<file path="config.mk">
export PLATFORM = sky130hd
export DESIGN_NAME = uart_rx
export DESIGN_NICKNAME = d
export VERILOG_FILES = /design/src/rtl/uart_rx.sv
export SDC_FILE = /design/constraint.sdc
export NUM_CORES = 1
export LEC_CHECK = 0
export BUFFER_PORTS_ARGS = -buffer_cell sky130_fd_sc_hd__buf_2
export CORE_ASPECT_RATIO = 0.6
export CORE_MARGIN = 10
export CORE_UTILIZATION = 60
export CTS_CLUSTER_DIAMETER = 80
export DETAILED_ROUTE_END_ITERATION = 10
export MAX_ROUTING_LAYER = met4
export PLACE_DENSITY = 0.87
export SYNTH_ARGS = -nofsm -noshare
export SYNTH_HDL_FRONTEND = slang
export SYNTH_SLANG_ARGS = --single-unit
export TNS_END_PERCENT = 100
</file>
<file path="constraint.sdc">
create_clock -name clk -period 5.9 [get_ports clk]
set_input_delay 0.295 -clock clk [delete_from_list [all_inputs] [get_ports clk]]
set_output_delay 0.295 -clock clk [all_outputs]
set_load 0.01 [all_outputs]
</file>
<file path="src/rtl/uart_rx.sv">
// UART receiver: 16x-oversampled, majority-voted bit recovery with optional parity,
// delivering words on a valid/ready interface with framing, parity and overrun status.
module uart_rx #(
  parameter int unsigned DATA_BITS = 8
) (
  input  logic                 clk,
  input  logic                 rst_n,
  input  logic                 tick_16x,
  input  logic                 rx,
  input  logic                 parity_en,
  input  logic                 parity_odd,
  input  logic                 rx_ready,
  output logic [DATA_BITS-1:0] rx_data,
  output logic                 rx_valid,
  output logic                 frame_err,
  output logic                 parity_err,
  output logic                 overrun,
  output logic                 busy
);

  typedef enum logic [2:0] {StIdle, StStart, StData, StParity, StStop} state_e;

  state_e               state_q, state_d;
  logic                 rx_meta_q, rx_s_q;
  logic [3:0]           tcnt_q, tcnt_d;
  logic                 armed_q, armed_d;
  logic [2:0]           idx_q, idx_d;
  logic [DATA_BITS-1:0] shift_q, shift_d;
  logic                 par_q, par_d;
  logic                 s7_q, s8_q, s9_q;
  logic                 s9_eff, vote, done;

  logic [DATA_BITS-1:0] rx_data_q, rx_data_d;
  logic                 valid_q, valid_d;
  logic                 fe_q, fe_d, pe_q, pe_d;
  logic                 ovr_q, ovr_d;
  logic                 fe_new, pe_new, handshake;

  // In STOP the frame completes on the tcnt=9 tick, so the third sample is taken live.
  assign s9_eff = (tcnt_q == 4'd9) ? rx_s_q : s9_q;
  assign vote   = (s7_q & s8_q) | (s7_q & s9_eff) | (s8_q & s9_eff);

  always_ff @(posedge clk or negedge rst_n) begin
    if (!rst_n) begin
      rx_meta_q <= 1'b1;
      rx_s_q    <= 1'b1;
      state_q   <= StIdle;
      tcnt_q    <= 4'd0;
      armed_q   <= 1'b0;
      idx_q     <= 3'd0;
      shift_q   <= '0;
      par_q     <= 1'b0;
      s7_q      <= 1'b0;
      s8_q      <= 1'b0;
      s9_q      <= 1'b0;
      rx_data_q <= '0;
      valid_q   <= 1'b0;
      fe_q      <= 1'b0;
      pe_q      <= 1'b0;
      ovr_q     <= 1'b0;
    end else begin
      rx_meta_q <= rx;
      rx_s_q    <= rx_meta_q;
      state_q   <= state_d;
      tcnt_q    <= tcnt_d;
      armed_q   <= armed_d;
      idx_q     <= idx_d;
      shift_q   <= shift_d;
      par_q     <= par_d;
      if (tick_16x && tcnt_q == 4'd7) s7_q <= rx_s_q;
      if (tick_16x && tcnt_q == 4'd8) s8_q <= rx_s_q;
      if (tick_16x && tcnt_q == 4'd9) s9_q <= rx_s_q;
      rx_data_q <= rx_data_d;
      valid_q   <= valid_d;
      fe_q      <= fe_d;
      pe_q      <= pe_d;
      ovr_q     <= ovr_d;
    end
  end

  always_comb begin
    state_d = state_q;
    tcnt_d  = tcnt_q;
    armed_d = armed_q;
    idx_d   = idx_q;
    shift_d = shift_q;
    par_d   = par_q;
    done    = 1'b0;
    if (tick_16x) begin
      tcnt_d = tcnt_q + 4'd1;
      case (state_q)
        StIdle: begin
          tcnt_d = 4'd0;
          if (armed_q && !rx_s_q) begin
            armed_d = 1'b0;
            state_d = StStart;
          end else if (rx_s_q) begin
            armed_d = 1'b1;
          end
        end
        StStart: begin
          if (tcnt_q == 4'd15) begin
            if (vote) begin
              state_d = StIdle;
            end else begin
              state_d = StData;
              idx_d   = 3'd0;
            end
          end
        end
        StData: begin
          if (tcnt_q == 4'd15) begin
            shift_d = {vote, shift_q[DATA_BITS-1:1]};
            idx_d   = idx_q + 3'd1;
            if (idx_q == 3'(DATA_BITS - 1)) state_d = parity_en ? StParity : StStop;
          end
        end
        StParity: begin
          if (tcnt_q == 4'd15) begin
            par_d   = vote;
            state_d = StStop;
          end
        end
        StStop: begin
          if (tcnt_q == 4'd9) begin
            done    = 1'b1;
            state_d = StIdle;
          end
        end
        default: state_d = StIdle;
      endcase
    end
  end

  assign fe_new    = ~vote;
  assign pe_new    = parity_en & (par_q ^ (^shift_q) ^ parity_odd);
  assign handshake = valid_q & rx_ready;

  always_comb begin
    rx_data_d = rx_data_q;
    valid_d   = valid_q;
    fe_d      = fe_q;
    pe_d      = pe_q;
    ovr_d     = ovr_q;
    if (done) begin
      if (!valid_q || rx_ready) begin
        rx_data_d = shift_q;
        fe_d      = fe_new;
        pe_d      = pe_new;
        valid_d   = 1'b1;
        if (handshake) ovr_d = 1'b0;
      end else begin
        ovr_d = 1'b1;
      end
    end else if (handshake) begin
      valid_d = 1'b0;
      ovr_d   = 1'b0;
    end
  end

  assign rx_data    = rx_data_q;
  assign rx_valid   = valid_q;
  assign frame_err  = fe_q;
  assign parity_err = pe_q;
  assign overrun    = ovr_q;
  assign busy       = (state_q != StIdle);

endmodule

</file>
# ---- Yosys cells after proc, flatten, opt, wreduce, memory -nomap -nowiden
# Index checks and enable logic that the tools add are counted.
dict set report classes {
  n_eq_ne 17
  muxes 26
  n_addsub 2
  n_bitwise 10
  reduce_logical 20
}
# cell n
set op_table {}
lappend op_table {{$mux 3} 10}
lappend op_table {{$pmux 3 s5} 1}
lappend op_table {{$ne 2x2->1 const B} 7}
lappend op_table {{$eq 4x4->1 const B} 3}
lappend op_table {{$mux 1} 12}
lappend op_table {{$reduce_and 3->1} 3}
lappend op_table {{$reduce_xor 8->1} 1}
lappend op_table {{$reduce_and 7->1} 1}
lappend op_table {{$eq 3x2->1 const B} 2}
lappend op_table {{$eq 3x3->1 const B} 2}
lappend op_table {{$pmux 3 s2} 1}
lappend op_table {{$reduce_bool 2->1} 3}
lappend op_table {{$and 1x1->1} 5}
lappend op_table {{$reduce_and 5->1} 1}
lappend op_table {{$add 4x1->4 const B} 1}
lappend op_table {{$eq 4x3->1 const B} 1}
lappend op_table {{$logic_and 1x1->1} 4}
lappend op_table {{$mux 4} 1}
lappend op_table {{$reduce_and 2->1} 2}
lappend op_table {{$add 3x1->3 const B} 1}
lappend op_table {{$eq 3x1->1 const B} 1}
lappend op_table {{$logic_not 3->1} 1}
lappend op_table {{$reduce_bool 3->1} 1}
lappend op_table {{$logic_not 1->1} 2}
lappend op_table {{6 further kinds} 8}
dict set report totals {
  register_bits 37
  output_inout_bits 13
}

# ---- Depth between registers and ports, before layout
# Gate-level depths: netlist of the first run.
dict set report logic_depth {
  depth_word 8
  mapped_depth 8
  ltp_nobuf 7
}

# ---- Worst setup path before layout of the first run
# Ideal clock, no wire load.
dict set report synth_timing {
  path_type {register -> register}
  startpoint {register tcnt_q[1]}
  endpoint {register idx_q[0]}
  t_arrival_ns 1.897
  path_buffers 0
  path_slack_ns 3.874
  stages_incl_launch_ff 8
  path_cell_list {dfrtp_1 > inv_1 > ha_1 > and3b_1 > mux2_4 > maj3_2 > a221o_1 > o2bb2ai_1}
}
dict set report synth_via {
  elab_chain_len 7
}
# item line_no
set synth_rtl {}
lappend synth_rtl {{start: declaration} 25} ;# logic [3:0] tcnt_q, tcnt_d;
lappend synth_rtl {{start signal: assignment} 65} ;# tcnt_q <= tcnt_d;
lappend synth_rtl {{$eq 4x4->1} 40} ;# assign s9_eff = (tcnt_q == 4'd9) ? rx_s_q : s9_q;
lappend synth_rtl {{$mux 1} 40}
lappend synth_rtl {{$and 1x1->1} 41} ;# assign vote = (s7_q & s8_q) | (s7_q & s9_eff) | (s8_q & s9_eff);
lappend synth_rtl {{$or 1x1->1 (2 in a row)} 41}
lappend synth_rtl {{$ne 2x2->1 (no line)} --}
lappend synth_rtl {{$reduce_and 5->1 (no line) (*)} --}
lappend synth_rtl {{end signal: assignment} 67} ;# idx_q <= idx_d;
lappend synth_rtl {{end: declaration} 27} ;# logic [2:0] idx_q, idx_d;
# Mark *: on every way between the ends. The rest lies on a longest branch, timed or not.
# A chain may end at the register's enable or synchronous reset.

# ---- Worst setup path in the final report of the first run
dict set report layout_timing {
  startpoint {register tcnt_q[1]}
  endpoint {register idx_q[1]}
}
# Same word-level chain as after synthesis.

==> results of run 1 <==
[power by group through the flow]
stage | sequential (W) | clock [W] | combinational, W
final | 0.000312 | 0.000175 | 0.0000937
after global routing | 0.000316 | 0.000196 | 0.000107
after global placement | 0.000314 | 0 | 0.0000884
after CTS | 0.000312 | 0.000180 | 0.0000941
after detailed placement | 0.000316 | 0 | 0.0000945
after floorplan | 0.000308 | 0 | 0.0000730
[layout make-up]
class / instances / area [um^2]
Multi-Input combinational cell: 102 / 774
Sequential cell: 37 / 928
Fill cell: 209 / 875
Timing Repair Buffer: 19 / 95.1
Tap cell: 42 / 52.6
Inverter: 6 / 22.5
Clock buffer: 7 / 86.3
[flip-flops by register name, indices dropped and copies added, names as in the netlist]
| signal | count |
|---|---|
| tcnt_q | 4 |
| s8_q | 1 |
| s9_q | 1 |
| idx_q | 3 |
| frame_err | 1 |
| shift_q | 8 |
| parity_err | 1 |
| armed_q | 1 |
| par_q | 1 |
| state_q | 3 |
| s7_q | 1 |
| rx_data | 8 |
| rx_valid | 1 |
| rx_meta_q | 1 |
| rx_s_q | 1 |
| overrun | 1 |
[synthesized netlist by cell type]
cell type	number	area share
sky130_fd_sc_hd__clkbuf_1	5	0.011
sky130_fd_sc_hd__and3b_1	1	0.0050
sky130_fd_sc_hd__o21ai_0	13	0.037
sky130_fd_sc_hd__dfrtp_1	35	0.50
sky130_fd_sc_hd__nor3_1	3	0.0086
sky130_fd_sc_hd__or4b_1	1	0.0057
sky130_fd_sc_hd__ha_1	5	0.036
sky130_fd_sc_hd__nor2b_1	2	0.0072
sky130_fd_sc_hd__mux2_2	20	0.13
sky130_fd_sc_hd__a21oi_1	2	0.0057
sky130_fd_sc_hd__mux2i_1	1	0.0057
sky130_fd_sc_hd__or3_1	2	0.0072
sky130_fd_sc_hd__o2bb2ai_1	3	0.015
sky130_fd_sc_hd__nand3_1	6	0.017
sky130_fd_sc_hd__maj3_2	1	0.0065
sky130_fd_sc_hd__inv_1	6	0.013
sky130_fd_sc_hd__xnor2_1	9	0.045
sky130_fd_sc_hd__o31ai_1	2	0.0086
sky130_fd_sc_hd__nand2_1	11	0.024
sky130_fd_sc_hd__a31oi_1	2	0.0072
sky130_fd_sc_hd__nor2_1	3	0.0065
sky130_fd_sc_hd__nand2b_1	4	0.014
sky130_fd_sc_hd__a221o_1	1	0.0057
sky130_fd_sc_hd__mux2_4	1	0.0086
sky130_fd_sc_hd__o31a_1	1	0.0050
sky130_fd_sc_hd__or4_1	1	0.0043
sky130_fd_sc_hd__and3_1	2	0.0072
sky130_fd_sc_hd__nor2_2	1	0.0036
sky130_fd_sc_hd__dfstp_2	2	0.030
sky130_fd_sc_hd__nor3b_1	1	0.0043
sky130_fd_sc_hd__nand4_1	1	0.0036
sky130_fd_sc_hd__a211o_1	1	0.0050
sky130_fd_sc_hd__o311ai_1	1	0.0050
[layer usage]
metal  GRT usage  part of all wire  vias up
met4      0.0541             0.021        0
met1       0.169              0.45      584
met3      0.0573             0.056        7
met2       0.223              0.47       25
li1            -                 -      573
met5           -                 0        -
[worst max-delay path, stage by stage, from the launching register on]
cell	delay, ns
sky130_fd_sc_hd__dfrtp_1	0.40
sky130_fd_sc_hd__inv_1	0.10
sky130_fd_sc_hd__ha_1	0.13
sky130_fd_sc_hd__and3b_1	0.26
sky130_fd_sc_hd__mux2_4	0.32
sky130_fd_sc_hd__maj3_2	0.35
sky130_fd_sc_hd__a221o_1	0.38
sky130_fd_sc_hd__o2bb2ai_1	0.14
[logic make-up (layout without fill, tap and decap cells)]
group / count (synthesis) / after routing
and+or+nand+nor: 39 / 39
DFF: 37 / 37
AOI/OAI and AO/OA: 26 / 26
muxes: 22 / 22
buffers and inverters: 11 / 32
xor gates and xnor gates: 9 / 9
adders and majority gates: 6 / 6
[worst paths after layout]
kind | from | end | slack [ns] | cells past startpoint
min in group clk | rx | rx_meta_q | 0.10 | 1
worst min register to register | rx_meta_q | rx_s_q | 0.37 | 0
max in group asynchronous | rst_n | par_q | 5.33 | 1
worst max-delay path | tcnt_q[1] | idx_q[1] | 3.69 | 7
worst min-delay path | rst_n | overrun | 0.08 | 1
worst max register to register | tcnt_q[1] | idx_q[1] | 3.69 | 7
[layout by cell type (no fill, tap or decap), drive strengths merged, types with 2 or more instances in the layout]
| cell type | netlist | final |
|---|---|---|
| dfrtp | 35 | 35 |
| mux2 | 21 | 21 |
| buf | 0 | 19 |
| o21ai | 13 | 13 |
| nand2 | 11 | 11 |
| xnor2 | 9 | 9 |
| clkbuf | 5 | 7 |
| inv | 6 | 6 |
| nand3 | 6 | 6 |
| ha | 5 | 5 |
| nand2b | 4 | 4 |
| nor2 | 4 | 4 |
| nor3 | 3 | 3 |
| o2bb2ai | 3 | 3 |
| a21oi | 2 | 2 |
| or3 | 2 | 2 |
| nor2b | 2 | 2 |
| a31oi | 2 | 2 |
| o31ai | 2 | 2 |
| and3 | 2 | 2 |
| dfstp | 2 | 2 |
[through the flow]
stage	area, um^2	cells
5_1_grt	1960	213
6_report	1960	213
3_5_place_dp	1870	206
3_3_place_gp	1870	206
2_1_floorplan	1740	150
4_1_cts	1960	213
==> results by group, run 1 <==
Placement
  – GPL Wtd Cong: 0.870
  – Port-buffer cells: 19
  – Detailed-placement wirelength estimate: 2440 um
  – Pre-CTS setup slack: 3.70 ns

CTS
  – Max Buffers Root-to-Sink: 2
  – Number of clock buffers inserted by TritonCTS: 5
  – Number of post-CTS setup repair buffers: 0
  – Maximum level of the CTS H-tree: 2
  – Clk_lat worst skew: 0.29 ns
  – Resized cells post-CTS: 0
  – TritonCTS clock tree: done
  – Number of buffers added to fix hold violations after cts: 0
  – CTS clk-pin slew, worst paths: 0.07 ns
  – Sink Count: 37
  – Clock root buffer master: sky130_fd_sc_hd__clkbuf_8

Timing
  – Final clock skew: 0.00473 ns
  – Slew at the pin with the worst max-slew slack: 0.772 ns
  – Tightest slew margin relative to the limit: 0.485
  – Count of pins over their slew limit: 0
  – Final period utilization: 0.375
  – Final-layout setup total negative slack: 0 ns
  – Final count of negative-setup-slack endpoints: 0
  – Unrepaired setup endpoints after global routing: no
  – Max Fclk: 452 MHz
  – Hold slack final: 0.0762 ns
  – Post-layout min period: 2.21 ns
  – PnR worst setup slack: 3.69 ns
  – Final-report hold violation count: 0

Critical path
  – Endpoint kind of the worst setup timing path: flop
  – Startpoint class of the critical path: flop
  – Required time of the critical path: 6.07 ns
  – Setup Crit Path Kind: flop to flop
  – Critical-path maximum fanout: 5
  – Arrival time of data at the critical path endpoint: 2.38 ns

Yosys
  – Seq cells post-synth: 37
  – Fraction of synthesized area in multiplexers: 0.143
  – Share of synthesized cell area in full adder, half adder and majority cells: 0.0423
  – Number of instances in the synthesized netlist: 150
  – Fraction of synthesized cell area in xor and xnor cells: 0.0452
  – Basic-gate share of the synthesized area counting and, or, nand and nor cells: 0.118
  – Post-synth design cell area: 1740 um^2
  – Synth warn: 0
  – Post-Synthesis Net Count: 162
  – Number of distinct library cells after synthesis: 33
  – Compound-Gate Fraction of Synth Area: 0.0947
  – Post-synthesis area per instance: 11.6 um^2
  – Sequential-to-total area share from yosys stat: 0.532
  – Combinational family with the most area after synthesis: multiplexers

Cells and area
  – Area Overhead vs Synth: 12.3%
  – Final core utilization: 0.691
  – Fraction of layout instances using a drive strength above 1: 0.292
  – Ant. Diodes: 0
  – Final-stage net count: 183

Power and ir drop
  – Part of the power in combinational logic: 0.161
  – Highest ir drop seen on vdd: 0.173 mV
  – Internal power of the cells: 0.000425 W
  – Total power per unit cell area: 296 nW/um^2
  – Sw frac: 0.269
  – Net Sw Power: 0.000156 W
  – Post-route total power: 0.000581 W
  – Power share of the clock group: 0.302
  – Leakage: 0.981 nW
  – Register share of total power: 0.537

Drt
  – Total via count after detailed routing: 1,189
  – Detailed-route wire length per cell: 15.9 um
  – Drt first-iter violations: 120
  – Number of detailed-route iterations in the first pass: 4
  – Overall routed net length: 3380 um
  – Routed Antenna Nets: 0
  – Vias per inst: 5.58
  – DRC errors left: 0

Worst hold path
  – Worst hold path type: input pin to async pin

Floorplanning
  – Number of top-level pins: 20
  – Floorplan die height: 61.8 um
  – Die X: 89.6 um
  – Std cell rows: 15
  – Area of the placeable core: 2830 um^2
  – Initial core utilization: 0.615
  – Area of the die: 5530 um^2

Flow run
  – Max-cap viol count: 0

GRT
  – Antenna violations before repair: 0
  – Largest net degree at the start of global routing: 38
  – Via count of the first global-routing pass: 1,213
  – GRT Residual Overflow: 0
  – Global router's overall resource usage: 0.145
  – Global-route wire length before repair: 5760 um

Run status
  – Outcome: finished clean
No activity file was read; power rests on OpenSTA's default activity.
==> run 2: changes to the inputs <==
Settings changed: CORE_UTILIZATION 60 to 57, PLACE_DENSITY 0.87 to 0.83.
Clock period 5.9 ns to 2.3 ns, I/O delays scaled along.
==> results by group, run 2 (synthesis results as in run 1) <==
Run status
  – Outcome: finished clean

Worst hold path
  – Number of cells on the worst hold path: 2
  – Capture endpoint of the worst hold path: overrun
  – Worst hold path type: input pin to flop
  – Worst hold path startpoint: rx_ready

GRT
  – Global-route wire length before repair: 6040 um
  – Antenna violations before repair: 0
  – GRT Residual Overflow: 0
  – Via count of the first global-routing pass: 1,236
  – Global router's overall resource usage: 0.130
  – Largest net degree at the start of global routing: 38

Drt
  – Routed Antenna Nets: 0
  – Number of detailed-route iterations in the first pass: 4
  – DRC errors left: 0
  – Overall routed net length: 3430 um
  – Drt first-iter violations: 146
  – Total via count after detailed routing: 1,210
  – Detailed-route wire length per cell: 15.7 um
  – Vias per inst: 5.55

Critical path
  – Arrival time of data at the critical path endpoint: 2.34 ns
  – Cell type of the slowest stage on the worst timing path: sky130_fd_sc_hd__dfrtp_1
  – Endpoint kind of the worst setup timing path: flop
  – Startpoint class of the critical path: flop
  – Reg-to-Reg End: idx_q[0]
  – Worst path max stage delay: 0.40 ns
  – Worst-path cell chain: inv_1 > ha_1 > and3b_1 > mux2_4 > maj3_2 > a221o_1 > o2bb2ai_1
  – Count of cells along the worst register-to-register path: 7
  – Setup Crit Path Kind: flop to flop
  – Required time of the critical path: 2.47 ns
  – R2R Path Start: tcnt_q[1]
  – Top cell family by delay on the critical path: compound AO/OA/AOI/OAI gates
  – Buffers plus inverters on the worst setup path: 1
  – Critical-path maximum fanout: 5
  – Register-to-register setup slack: 0.13 ns

CTS
  – Number of buffers added to fix hold violations after cts: 2
  – CTS clk-pin slew, worst paths: 0.07 ns
  – Sink Count: 37
  – Number of post-CTS setup repair buffers: 0
  – Max Buffers Root-to-Sink: 2
  – TritonCTS clock tree: done
  – Number of clock buffers inserted by TritonCTS: 5
  – Resized cells post-CTS: 0
  – Maximum level of the CTS H-tree: 2
  – Clk_lat worst skew: 0.29 ns
  – Clock root buffer master: sky130_fd_sc_hd__clkbuf_8

Floorplanning
  – Area of the placeable core: 2890 um^2
  – Std cell rows: 15
  – Initial core utilization: 0.603
  – Floorplan die height: 62.9 um
  – Number of top-level pins: 20
  – Area of the die: 5750 um^2
  – Die X: 91.4 um

Timing
  – Max Fclk: 462 MHz
  – Count of pins over their slew limit: 0
  – Post-layout min period: 2.17 ns
  – Tightest slew margin relative to the limit: 0.479
  – Final period utilization: 0.942
  – Slew at the pin with the worst max-slew slack: 0.782 ns
  – Final clock skew: 0.00684 ns
  – Final-layout setup total negative slack: 0 ns
  – Final-report hold violation count: 0
  – Unrepaired setup endpoints after global routing: no
  – Final count of negative-setup-slack endpoints: 0
  – PnR worst setup slack: 0.134 ns

Flow run
  – Max-cap viol count: 0

Power and ir drop
  – Total power per unit cell area: 766 nW/um^2
  – Highest ir drop seen on vdd: 0.522 mV
  – Leakage: 1.01 nW

Cells and area
  – Final-stage net count: 187
  – Leading cell types in the layout, fill and taps excluded: sky130_fd_sc_hd__dfrtp_1 (35), sky130_fd_sc_hd__mux2_2 (20), sky130_fd_sc_hd__buf_2 (19), sky130_fd_sc_hd__o21ai_0 (13), sky130_fd_sc_hd__nand2_1 (11)
  – Most common cell after layout, fill and taps aside: sky130_fd_sc_hd__dfrtp_1
  – Ant. Diodes: 0
  – Number of fillers in the final layout: 217
  – Fraction of layout instances using a drive strength above 1: 0.307
  – Area Overhead vs Synth: 15.2%

Placement
  – Detailed-placement wirelength estimate: 2520 um
  – GPL Wtd Cong: 0.812
  – Port-buffer cells: 19
  – Pre-CTS setup slack: 0.145 ns
[run 2: metrics by stage]
stage,hold WS (ns),area [um^2],cells,utilization,total power (W)
global route,0.0231,2010,218,0.695,0.00162
detailed placement,0.224,1890,208,0.653,0.00106
floorplan,-0.181,1740,150,-,0.000977
finish,0.0122,2010,218,0.695,0.00154
global placement,0.222,1890,208,0.653,0.00103
CTS,0.0123,2010,218,0.695,0.00155
[run 2: worst max-delay path by stage]
stage                          from  endpoint  slack [ns]  cells past startpoint
final                     tcnt_q[1]  idx_q[0]        0.13                      7
after global routing      tcnt_q[1]  idx_q[0]        0.02                      7
after CTS                 tcnt_q[1]  idx_q[0]        0.14                      7
after detailed placement  tcnt_q[1]  idx_q[0]        0.14                      7
after global placement    tcnt_q[1]  idx_q[2]        0.22                      7
after floorplan           tcnt_q[1]  idx_q[0]        0.27                      7
[run 2: layout make-up]
type / instances / area [um^2] / share of cell area
clock buffer: 7 / 96.3 / 0.0479
sequential: 37 / 928 / 0.462
timing repair buffer: 23 / 130 / 0.0648
tap: 42 / 52.6 / 0.0262
clock inverter: 1 / 5.00 / 0.00249
multi-input combinational: 102 / 774 / 0.385
inverter: 6 / 22.5 / 0.0112
[run 2: metal layers]
layer / GRT usage / vias up / part of all wire / wire, um
li1: - / 581 / - / -
met1: 0.160 / 592 / 0.48 / 1640
met2: 0.199 / 32 / 0.46 / 1570
met3: 0.0492 / 5 / 0.060 / 206
met4: 0.0233 / 0 / 0.0044 / 15
met5: - / - / 0 / 0
[run 2: report_power, final]
group | switching [W] | internal, W | total [W] | leakage (nW)
Sequential | 0.0000763 | 0.000728 | 0.000804 | 0.492
Clock | 0.000221 | 0.000271 | 0.000492 | 0.0542
Combinational | 0.000117 | 0.000127 | 0.000244 | 0.463
